File: config.mk
export PLATFORM = sky130hd
export DESIGN_NAME = id_ex_stage
export DESIGN_NICKNAME = d
export VERILOG_FILES = /design/src/rtl/id_ex_stage.sv
export SDC_FILE = /design/constraint.sdc
export NUM_CORES = 1
export LEC_CHECK = 0
export CORE_UTILIZATION = 39
export DETAILED_ROUTE_END_ITERATION = 12
export PLACE_DENSITY_LB_ADDON = 0.25
export SLEW_MARGIN = 30
export SYNTH_ARGS = -nofsm -noshare
export SYNTH_HDL_FRONTEND = slang
export SYNTH_SLANG_ARGS = --single-unit
File: constraint.sdc
create_clock -name clk -period 2.5 [get_ports clk]
set_clock_uncertainty 0.05 [all_clocks]
set_input_delay 0.5 -clock clk [delete_from_list [all_inputs] [get_ports clk]]
set_output_delay 0.5 -clock clk [all_outputs]
set_load 0.01 [all_outputs]
File: src/rtl/id_ex_stage.sv
// ID/EX pipeline register: latches decoded operands/control, maps ALUOp/funct to
// the ALU select and B-invert, and forwards EX/MEM and MEM/WB results onto the EX operands.
module id_ex_stage #(
  parameter int WIDTH = 32,
  parameter int RW    = 5
) (
  input  logic             clk,
  input  logic             rst_n,
  input  logic             stall,
  input  logic             flush,
  input  logic             id_valid,
  input  logic [WIDTH-1:0] id_rs_data,
  input  logic [WIDTH-1:0] id_rt_data,
  input  logic [WIDTH-1:0] id_imm,
  input  logic [RW-1:0]    id_rs,
  input  logic [RW-1:0]    id_rt,
  input  logic [RW-1:0]    id_rd,
  input  logic [1:0]       id_alu_op,
  input  logic [5:0]       id_funct,
  input  logic             id_alu_src,
  input  logic             id_reg_write,
  input  logic             id_mem_read,
  input  logic             id_mem_write,
  input  logic             id_mem_to_reg,
  input  logic             exmem_reg_write,
  input  logic [RW-1:0]    exmem_rd,
  input  logic [WIDTH-1:0] exmem_result,
  input  logic             memwb_reg_write,
  input  logic [RW-1:0]    memwb_rd,
  input  logic [WIDTH-1:0] memwb_result,
  output logic             ex_valid,
  output logic [WIDTH-1:0] ex_a,
  output logic [WIDTH-1:0] ex_b,
  output logic [WIDTH-1:0] ex_store_data,
  output logic [2:0]       ex_alu_sel,
  output logic             ex_invert,
  output logic [RW-1:0]    ex_rd,
  output logic             ex_reg_write,
  output logic             ex_mem_read,
  output logic             ex_mem_write,
  output logic             ex_mem_to_reg,
  output logic             ex_decode_err
);

  // Packed as {err, invert, sel}; unsupported encodings fall back to add.
  function automatic logic [4:0] alu_decode(input logic [1:0] op, input logic [5:0] funct);
    logic [4:0] d;
    d = 5'b10_010;
    case (op)
      2'b00: d = 5'b00_010;
      2'b01: d = 5'b01_110;
      2'b10: begin
        case (funct)
          6'b100000: d = 5'b00_010;
          6'b100010: d = 5'b01_110;
          6'b100100: d = 5'b00_000;
          6'b100101: d = 5'b00_001;
          6'b101010: d = 5'b01_111;
          default:   d = 5'b10_010;
        endcase
      end
      default: d = 5'b10_010;
    endcase
    return d;
  endfunction

  // Register 0 is hardwired, so a write to it is never a forwarding source.
  function automatic logic [WIDTH-1:0] fwd(
    input logic [RW-1:0]    src,
    input logic [WIDTH-1:0] q,
    input logic             em_we,
    input logic [RW-1:0]    em_rd,
    input logic [WIDTH-1:0] em_res,
    input logic             mw_we,
    input logic [RW-1:0]    mw_rd,
    input logic [WIDTH-1:0] mw_res
  );
    if (em_we && (em_rd != '0) && (em_rd == src))      return em_res;
    else if (mw_we && (mw_rd != '0) && (mw_rd == src)) return mw_res;
    else                                               return q;
  endfunction

  logic             vld_p1;
  logic             alu_src_p1, reg_write_p1, mem_read_p1, mem_write_p1, mem_to_reg_p1;
  logic [2:0]       alu_sel_p1;
  logic             invert_p1, decode_err_p1;
  logic [WIDTH-1:0] rs_data_p1, rt_data_p1, imm_p1;
  logic [RW-1:0]    rs_p1, rt_p1, rd_p1;
  logic [4:0]       dec_p0;
  logic [WIDTH-1:0] rs_fwd_p1, rt_fwd_p1;

  // ---- ID -> EX boundary
  always_comb dec_p0 = alu_decode(id_alu_op, id_funct);

  always_ff @(posedge clk or negedge rst_n) begin
    if (!rst_n) begin
      vld_p1        <= 1'b0;
      alu_src_p1    <= 1'b0;
      reg_write_p1  <= 1'b0;
      mem_read_p1   <= 1'b0;
      mem_write_p1  <= 1'b0;
      mem_to_reg_p1 <= 1'b0;
      alu_sel_p1    <= 3'b010;
      invert_p1     <= 1'b0;
      decode_err_p1 <= 1'b0;
    end else if (flush) begin
      vld_p1        <= 1'b0;
      alu_src_p1    <= 1'b0;
      reg_write_p1  <= 1'b0;
      mem_read_p1   <= 1'b0;
      mem_write_p1  <= 1'b0;
      mem_to_reg_p1 <= 1'b0;
      alu_sel_p1    <= 3'b010;
      invert_p1     <= 1'b0;
      decode_err_p1 <= 1'b0;
    end else if (!stall) begin
      vld_p1        <= id_valid;
      alu_src_p1    <= id_valid & id_alu_src;
      reg_write_p1  <= id_valid & id_reg_write;
      mem_read_p1   <= id_valid & id_mem_read;
      mem_write_p1  <= id_valid & id_mem_write;
      mem_to_reg_p1 <= id_valid & id_mem_to_reg;
      alu_sel_p1    <= id_valid ? dec_p0[2:0] : 3'b010;
      invert_p1     <= id_valid & dec_p0[3];
      decode_err_p1 <= id_valid & dec_p0[4];
    end
  end

  always_ff @(posedge clk or negedge rst_n) begin
    if (!rst_n) begin
      rs_data_p1 <= '0;
      rt_data_p1 <= '0;
      imm_p1     <= '0;
      rs_p1      <= '0;
      rt_p1      <= '0;
      rd_p1      <= '0;
    end else if (!flush && !stall) begin
      rs_data_p1 <= id_rs_data;
      rt_data_p1 <= id_rt_data;
      imm_p1     <= id_imm;
      rs_p1      <= id_rs;
      rt_p1      <= id_rt;
      rd_p1      <= id_rd;
    end
  end

  // ---- EX operand forwarding
  always_comb begin
    rs_fwd_p1 = fwd(rs_p1, rs_data_p1, exmem_reg_write, exmem_rd, exmem_result,
                    memwb_reg_write, memwb_rd, memwb_result);
    rt_fwd_p1 = fwd(rt_p1, rt_data_p1, exmem_reg_write, exmem_rd, exmem_result,
                    memwb_reg_write, memwb_rd, memwb_result);
  end

  assign ex_valid      = vld_p1;
  assign ex_a          = rs_fwd_p1;
  assign ex_b          = alu_src_p1 ? imm_p1 : rt_fwd_p1;
  assign ex_store_data = rt_fwd_p1;
  assign ex_alu_sel    = alu_sel_p1;
  assign ex_invert     = invert_p1;
  assign ex_rd         = rd_p1;
  assign ex_reg_write  = reg_write_p1;
  assign ex_mem_read   = mem_read_p1;
  assign ex_mem_write  = mem_write_p1;
  assign ex_mem_to_reg = mem_to_reg_p1;
  assign ex_decode_err = decode_err_p1;

endmodule

==> metrics.md, run 1 <==
| Metric | Value |
|---|---|
| Status | finished with violations |
| Failing checks | negative setup slack |
| Gpl congestion | between 0.7 and 0.8 |
| Final setup violation count | 96 |
| Hold Violations, Final | 0 |
| Drt wl/cell | 21.9 microns |
| Final Net Count | 1234 |
| Mapped Cells | 610 |
| Share of cells above drive strength 1 | 0.512 |
| Simple-gate share of the synthesized area | 0.0895 |
| ANT nets after route | 0 |
| Largest regs | imm_p1: 32 flops, rs_data_p1: 32 flops, rt_data_p1: 32 flops |
| Setup crit end kind | output port |
| Post-route core utilization | 0.746 |
| Post-Syn Area | 7170 sq um |
| Cell at the slowest stage of the critical path | or4b_4 |
| Initial antenna violation count | 2 |
| Iter 0 DRT Violations | 283 |
| Cells along the critical path | xor2_1 -> or4b_4 -> buf_12 -> buf_16 -> o21ai_4 -> a31oi_4 -> mux2_4 -> buf_2 |
| Warnings, synthesis | 0 |
| Num Clock Sinks | 121 |
| Cells after DPL | between 1000 and 1500 |
| Final wirelength | around 28 mm |
| Slowest stage delay, CP | slightly below 0.6 ns |
| Design area | ~13000 sq um |
| First-pass DRT Iterations | 5 |
| Critical Path AT | 2.57 ns |
| Clk pin slew, worst setup/hold paths | 0.05 ns |
| Post-DP Area | 11300 sq um |
| Total number of vias | slightly below 7000 |
| Cell variety after synth | 40 |
| Clock Path Buffers | 2 |
| Global-route wire length before repair | 38.5 mm |
| Top post-synthesis cells by area | dfrtp_1 (42%), mux2_2 (23%), a31oi_4 (8.9%) |
| Post-synthesis mux area share | 0.271 |
| CTS H-Tree Depth | 4 |
| Final non-filler cell total | 1274 |
| Worst EP required | 1.95 ns |
| PnR worst setup slack | -0.622 ns |
| Tmin final | ~3.1 ns |
| Final worst-path cycle share | 1.25 |
| Clk Latency, worst-skew pair | between 0.4 and 0.5 ns |
| Fin. max-slew vios | 0 |
| Drt via density | 5.38 |
| Global-route usage over all layers | 0.278 |
| Largest family of logic cells by synthesized area | multiplexers |
| Peak supply drop | 498 uV |
| PortBufs | 315 |
| CTS tree | built |
| Worst path bufs/invs | 3 |
| Row count | 49 |
| Slew HR | 0.550 |
| Die height | 138 microns |
| Setup tns final | -44.87 ns |
| Global route overflow | 0 |
| Fmax | between 0.3 and 0.4 GHz |
| DP HPWL | roughly 17 mm |
| Num ports | 316 |
| Initial Utilization | 0.399 |
| Largest net degree at the start of global routing | 122 |
| Delay-heaviest family, CP | simple AND/OR/NAND/NOR gates |
| Die ar. | 18900 sq um |
| RSZ-0062 raised after global routing | true |
| Crit. path cell count | 8 |
| Post-synthesis sequential area ratio | 0.422 |
| Synth-to-Final Area Change | 86.8% |
| Max Fanout on Critical Path | 8 |
| Least-Margin Pin Slew | 0.675 ns |
| TritonCTS Buffers | 17 |
| Net count after synthesis | 815 |
| Xor/xnor share of the synthesized area | 0.0244 |
| Pre-CTS setup slack | -1.20 ns |
| Pleak | 5.38 nW |
| Max-Cap Viols | 0 |
| Hold Crit Class | in2async |
| Startpoint types | flop |
| Pwr dens | 628 nW/um^2 |
| Synth top area share | 0.419 |
| Vias in the first global route | between 6000 and 7000 |
| Core ar. | 18000 sq um |
| DRC violations left | 0 |
| Yosys reg bits | 121 |
| Worst Reg-to-Reg Cells | 2 |
| Post-Synth Adder-Cell Area | 0 |
| Syn Area/Cell | 11.8 sq um |
| Most area-hungry cell type in the Yosys netlist | dfrtp_1 |
| Critical path type | reg2out |
| Die X-Extent | approximately 140 microns |
| Filler cell count | about 1200 |
| Compound-gate portion of the synthesized area | 0.155 |
| Root buffer cell | clkbuf_16 |
## placed cells by master, fill, tap and decap left out, types with 26 or more instances in the layout
cell | netlist | layout
buf_6 | 1 | 80
clkdlybuf4s50_1 | 0 | 207
buf_4 | 1 | 61
a21oi_1 | 34 | 31
o21ai_4 | 0 | 29
a31oi_4 | 30 | 32
buf_2 | 11 | 51
dfrtp_1 | 120 | 119
mux2i_1 | 32 | 26
nor3_1 | 34 | 27
mux2_4 | 0 | 30
nor2_1 | 44 | 41
buf_12 | 3 | 27
mux2_2 | 144 | 114
## routing by layer
metal / vias up / GRT usage / part of all wire
li1: 3089 / - / -
met1: 3400 / 0.321 / 0.38
met2: 316 / 0.485 / 0.51
met3: 55 / 0.0721 / 0.087
met4: 0 / 0.117 / 0.031
met5: - / 0 / 0
## worst reg2reg max path: stages (launching register included)
cell	delay (ns)
dfrtp_1	0.39
buf_4	0.15
mux2_2	0.26
## path summary, 6_finish.rpt
kind                                            start  slack (ns)                    endpoint
max                              rt_p1[1]$_DFFE_PN0P_       -0.62                     ex_b[0]
min                                             rst_n        0.12        ex_rd[0]$_DFFE_PN0P_
max reg2reg                      rt_p1[4]$_DFFE_PN0P_        1.53        rt_p1[4]$_DFFE_PN0P_
min reg2reg                rs_data_p1[24]$_DFFE_PN0P_        0.46  rs_data_p1[24]$_DFFE_PN0P_
max in group asynchronous                       rst_n        1.77  rt_data_p1[19]$_DFFE_PN0P_
min in group clk           rs_data_p1[24]$_DFFE_PN0P_        0.46  rs_data_p1[24]$_DFFE_PN0P_
## through the flow
| step | hold WS, ns | power (W) |
|---|---|---|
| 3_5_place_dp | 0.443 | 0.00512 |
| 6_report | 0.122 | 0.00841 |
| 4_1_cts | 0.162 | 0.00830 |
| 3_3_place_gp | 0.437 | 0.00508 |
| 5_1_grt | 0.184 | 0.00874 |
| 2_1_floorplan | 0.154 | 0.00362 |
## report_power, final
part | internal [W] | total, W | switching (W) | leakage (nW)
Sequential | 0.00223 | 0.00245 | 0.000216 | 1.43
Clock | 0.00182 | 0.00275 | 0.000924 | 0.317
Combinational | 0.00189 | 0.00321 | 0.00132 | 3.63
## what timing repair did
item                                    in CTS  in global routing
endpoints found under the setup margin      96                 96
buffers inserted                            43                 11
pin swaps                                   21                 40
hold buffers                                 0                  0
gates cloned                                 9                  5
resized for setup                          536                 96
## cells in the mapped netlist, drive strengths merged
cell and number:
nor3 34, dfrtp 120, or3b 1, a31oi 32
inv 1, nand3 33, o211a 1, xor2 7
or4b 1, nor4b 1, nor3b 1, clkbuf 29
nand2 1, a2111oi 1, nand4 2, a32oi 1
o21ai 33, buf 23, dfstp 1, or4 3
nor2b 4, a21oi 34, o211ai 2, mux2 144
a32o 1, nor4 1, xnor2 13, mux2i 32
a22oi 7, or2 2, nor2 44
## cell type report
| class | count | area, sq um | area share |
|---|---|---|---|
| Inverter | 1 | 3.75 | 0.000280 |
| Clock buffer | 21 | 460 | 0.0344 |
| Multi-Input combinational cell | 436 | 4670 | 0.349 |
| Antenna cell | 3 | 7.51 | 0.000561 |
| Tap cell | 229 | 287 | 0.0214 |
| Timing Repair Buffer | 452 | 4740 | 0.354 |
| Clock inverter | 11 | 194 | 0.0145 |
| Sequential cell | 121 | 3030 | 0.226 |
## logic make-up after synthesis
kind of cell	after synthesis
mux	176
flops	121
xor+xnor	20
simple gates	128
compound gates	112
buf+inv	53
(Power assumes the default switching activity.)
==> run 2: changes to the inputs <==
==> constraint.sdc (replaced) <==
create_clock -name clk -period 2.8 [get_ports clk]
set_clock_uncertainty 0.05 [all_clocks]
set_input_delay 0.56 -clock clk [delete_from_list [all_inputs] [get_ports clk]]
set_output_delay 0.56 -clock clk [all_outputs]
set_load 0.01 [all_outputs]
==> run 2 against run 1 <==
Effect of this change: the flow still finishes with violations (negative setup slack); cell count up 0.86%; total power fell by 9.7%; core utilization increased by 3.5 points; wire length rose by 6.8%; sequential share of layout area decreased by 1.0 points; register-to-register slack gained 0.16 ns; die area did not move; largest cell class is now multi-input gates; largest power group unchanged.
==> metrics.md, run 2 (synthesized netlist as in run 1, its figures left out) <==
| Metric | Value |
|---|---|
| Critical path type | reg2out |
| Setup slack, reg-to-reg | 1.69 ns |
| Fin Hold WS | 0.201 ns |
| Synth-to-Final Area Change | 95.6% |
| Global route overflow | 0 |
| Peak supply drop | 448 uV |
| Cells after DPL | 1183 |
| Final worst-path cycle share | 1.15 |
| Pwr dens | 541 nW/um^2 |
| Core ar. | 18000 sq um |
| Max Fanout on Critical Path | 7 |
| Clk Latency, worst-skew pair | 0.40 ns |
| Num ports | 316 |
| Final wirelength | 29.8 mm |
| RSZ-0062 raised after global routing | true |
| Commonest non-fill, non-tap cell in the layout | clkdlybuf4s50_1 |
| Die ar. | between 15000 and 20000 sq um |
| Clock Path Buffers | 2 |
| DP HPWL | ~18 mm |
| Worst Reg-to-Reg Cells | 3 |
| Num Clock Sinks | 121 |
| Tmin final | 3.22 ns |
| Reg2reg end | rt_p1[1]$_DFFE_PN0P_ |
| ANT nets after route | 0 |
| Setup crit end kind | output port |
| Root buffer cell | clkbuf_16 |
| Initial Utilization | 0.399 |
| Least-Margin Pin Slew | around 0.76 ns |
| Die height | 138 microns |
| Row count | 49 |
| PnR worst setup slack | -0.415 ns |
| Hold_buf cts | 0 |
| CTS H-Tree Depth | 4 |
| Most frequent cells in the layout | clkdlybuf4s50_1 (206), mux2_2 (120), dfrtp_1 (118), buf_6 (109), buf_4 (58) |
| CTS tree | built |
| Drt via density | 5.39 |
| Hold Violations, Final | 0 |
| Share of cells above drive strength 1 | 0.589 |
| Largest regs | imm_p1: 32 flops, rs_data_p1: 32 flops, rt_data_p1: 32 flops |
| TritonCTS Buffers | 17 |
| Largest net degree at the start of global routing | 67 |
| Vias in the first global route | around 7300 |
| Failing checks | negative setup slack |
| Worst EP required | roughly 2.2 ns |
| Total number of vias | slightly below 7000 |
| Global-route usage over all layers | 0.295 |
| DRC violations left | 0 |
| Startpoint types | flop |
| Total power | 0.00759 W |
| Die X-Extent | 138 microns |
| Final Net Count | 1247 |
| Critical R2R Launch | rt_p1[1]$_DFFE_PN0P_ |
| Fmax | 0.311 GHz |
| Initial antenna violation count | 1 |
| Final non-filler cell total | approximately 1300 |
| Slew HR | 0.496 |
| Met2 usage | 0.503 |
| Grt peak-use layer | met2 |
| Post-DP Area | 11200 sq um |
| Status | finished with violations |
| Met3 usage | 0.0809 |
| Final setup violation count | 96 |
| Clk pin slew, worst setup/hold paths | 0.06 ns |
| Iter 0 DRT Violations | 294 |
| PortBufs | 315 |
| Hold Crit Class | in2async |
| Fin. max-slew vios | 0 |
| Design area | roughly 14000 sq um |
| Global-route wire length before repair | 41.0 mm |
| Global-route met1 utilization | 0.343 |
| First-pass DRT Iterations | 6 |
| Gpl congestion | 0.826 |
| Pleak | 5.47 nW |
| Critical Path AT | 2.61 ns |
| Drt wl/cell | 23.2 microns |
| Max-Cap Viols | 0 |
## run 2: critical path, stage by stage (launching register included)
cell     delay [ns]
dfrtp_1        0.41
xor2_2         0.16
or4b_4         0.61
buf_4          0.18
buf_12         0.14
o21ai_4        0.15
a31oi_4        0.12
mux2_2         0.29
buf_6          0.12
## run 2: area by class of cell
class,count,area [sq um]
clock buffer,20,437
antenna,1,2.50
clock inverter,12,175
sequential,121,3030
inverter,1,3.75
multi-input combinational,436,5140
fill,1072,3940
tap,229,287
timing repair buffer,465,4960
## run 2: per-stage QoR
stage / worst slack, ns / utilization / TNS (ns)
finish: -0.415 / 0.781 / -22.93
global route: -0.472 / 0.781 / -31.34
CTS: -0.530 / 0.744 / -27.54
detailed placement: -1.09 / 0.622 / -91.96
global placement: -1.45 / 0.621 / -105.98
floorplan: 0.0580 / - / 0
## run 2: report_power, final
part	total (W)	internal (W)	switching [W]
Sequential	0.00220	0.00199	0.000202
Combinational	0.00307	0.00177	0.00130
Clock	0.00232	0.00149	0.000836
Total	0.00759	0.00525	0.00234
## run 2: how the worst max path moves through the flow
stage / start / endpoint / slack (ns) / cells past startpoint
finish: rt_p1[1]$_DFFE_PN0P_ / ex_b[22] / -0.42 / 8
global route: rt_p1[1]$_DFFE_PN0P_ / ex_b[12] / -0.47 / 8
CTS: rt_p1[4]$_DFFE_PN0P_ / ex_b[23] / -0.53 / 8
detailed placement: memwb_rd[1] / ex_b[30] / -1.09 / 9
global placement: memwb_rd[4] / ex_a[19] / -1.45 / 8
floorplan: exmem_rd[1] / ex_b[10] / 0.06 / 7
## run 2: layer usage
layer  share of wire  routed length [microns]  vias up
met3           0.077                     2280       79
li1                -                        -     3129
met4           0.036                     1080        0
met2            0.50                    15000      307
met1            0.38                    11500     3411
met5               0                        0        -
## run 2: timing repair
action / 4_1_cts / 5_1_grt
cloned: 11 / 3
setup buffers: 51 / 26
resized for setup: 697 / 136
pin swaps: 45 / 36
setup endpoints to repair: 96 / 96
==> run 3: changes to the inputs <==
--- a/config.mk
+++ b/config.mk
@@ -5,6 +5,7 @@
 export SDC_FILE = /design/constraint.sdc
 export NUM_CORES = 1
 export LEC_CHECK = 0
+export ABC_CLOCK_PERIOD_IN_PS = 2800
 export CORE_UTILIZATION = 39
 export DETAILED_ROUTE_END_ITERATION = 12
 export PLACE_DENSITY_LB_ADDON = 0.25
==> results of run 3 <==
Final layout, timing and power as in run 2 (identical DEF).
==> variant (flow settings as in run 2) <==
Register the output `ex_decode_err` once more, cleared by the reset; this adds one clock of latency there. The other outputs are not delayed to match.
--- a/src/rtl/id_ex_stage.sv
+++ b/src/rtl/id_ex_stage.sv
@@ -163,7 +163,13 @@
   assign ex_mem_read   = mem_read_p1;
   assign ex_mem_write  = mem_write_p1;
   assign ex_mem_to_reg = mem_to_reg_p1;
-  assign ex_decode_err = decode_err_p1;
+  always_ff @(posedge clk or negedge rst_n) begin
+    if (!rst_n) begin
+      ex_decode_err <= '0;
+    end else begin
+      ex_decode_err <= decode_err_p1;
+    end
+  end
 
 endmodule
 
Check against the original RTL: not equivalent (Yosys sat finds a counterexample within 4 cycles, from zero or initial values and one cycle with rst_n low).
==> variant against run 2 <==
The flow still finishes with violations (setup timing); sequential share of layout area increased by 0.60 points; die area down 4.5%; setup slack worse by 110 ps; critical path type unchanged; cell area fell by 1.8%; total power grew 0.21%; synthesized area down 4.6%; first-iteration DRC count decreased by 1.4%; sequential cell count increased by 1; synthesized cell count grew 5.1%; routed wire length rose by 3.9%; non-clock buffer count increased by 29.
==> variant: results <==
[synth]
yosys-top-cells-area = dfrtp_1 (44%), mux2_2 (24%), mux2i_1 (4.7%), a31oi_1 (2.9%), or3_1 (2.9%)
ys_top_cells_by_count = mux2_2 (144), dfrtp_1 (121), nor2_1 (44), a21oi_1 (34), nor3_1 (34)
synth_fp_nets = 846
yosysUniqueCellTypes = 36
ys_seq_area_share_pct = 44.6

[pwr]
intPower_mw = 5.32
leakage_nw = 5.74
vdd_drop_max_uv = 435

[routing]
wl_mm = 31.0
dr.pass1.iters = 4
routed_via_density = 5.46
drt_iter0_markers = 290

[global_routing]
grt_pass1_vias = 7314
met1_usage_pct = 34.7
grt_pass1_wl_mm = 40.8
use_met2_pct = 53.4
grt_usage_pct = 30.1
grt_start_max_net_pins = 33
antenna_found_initial = 2
use_met3_pct = 7.11

[worst_setup_path]
worstPathMaxFanout = 16
slowest_stage = dfrtp_2
worstPathArrival_ps = 2720
crit_top_cell = buf_6
crit_path_end = ex_store_data[29]
crit_path_max_incr_delay_ps = 440
path_delay_family = buffers and inverters
critPathLaunch = rt_p1[4]
rr_startpoint = rt_p1[2]
regToRegSetupSlack_ps = 1680
r2r-end = rt_p1[2]

[finish]
antenna_cells = 2
multi_input_gates = 434
nClkBuffers = 22
clockNetworkAreaShare_pct = 4.46
inv_count = 33
nonClkBufAreaFrac_pct = 37.5
final-seq-area_um2 = 3060
fillers = 994
multi_input_area_share_pct = 32.9
drive_gt1_share_pct = 53.6
buffers_excl_clock = 494
final_nets = 1307

[run_status]
run_status = finished with violations
violations = setup timing

[timing]
finalSetupViolCount = 96
fin_ws_ps = -529
relSlewSlack_pct = 64.1
fin_hold_ws_ps = 24.5

[place]
dp_hpwl_mm = 17.2
place_worst_setup_slack_ps = -1090
globalplace.congestion = 0.857

[clock_network]
clkTransAtPathRegs_ps = 60
post_cts_buffers = 48
cts_resized = 365
clk_latency_ps = 410
clock_sinks = 122
[variant: metal layers]
| layer | part of all wire [%] | vias up |
|---|---|---|
| met5 | 0 | - |
| met4 | 3.8 | 0 |
| met3 | 6.6 | 80 |
| met2 | 52 | 337 |
| met1 | 37 | 3680 |
| li1 | - | 3235 |
[variant: cell families (layout without fill, tap and decap cells)]
kind of cell           Yosys count  in the layout  share of synthesized area [%]
multiplexers                   176            176                           28.4
AND/OR/NAND/NOR                127            127                           9.58
flip-flops                     122            122                           44.6
AO/OA/AOI/OAI                  111            111                           9.49
buffers and inverters           85            559                           5.34
XOR/XNOR                        20             20                           2.56
other                            0              2                              0
[variant: per-stage QoR]
stage / instances / TNS, ps / power, mW / cell area, um2
after floorplan: 641 / 0 / 3.03 / 6840
after global placement: 1224 / -86980 / 4.36 / 11000
after detailed placement: 1224 / -88440 / 4.39 / 11000
after CTS: 1307 / -40700 / 7.00 / 12500
after global routing: 1341 / -35890 / 7.85 / 13800
final: 1342 / -27710 / 7.61 / 13800
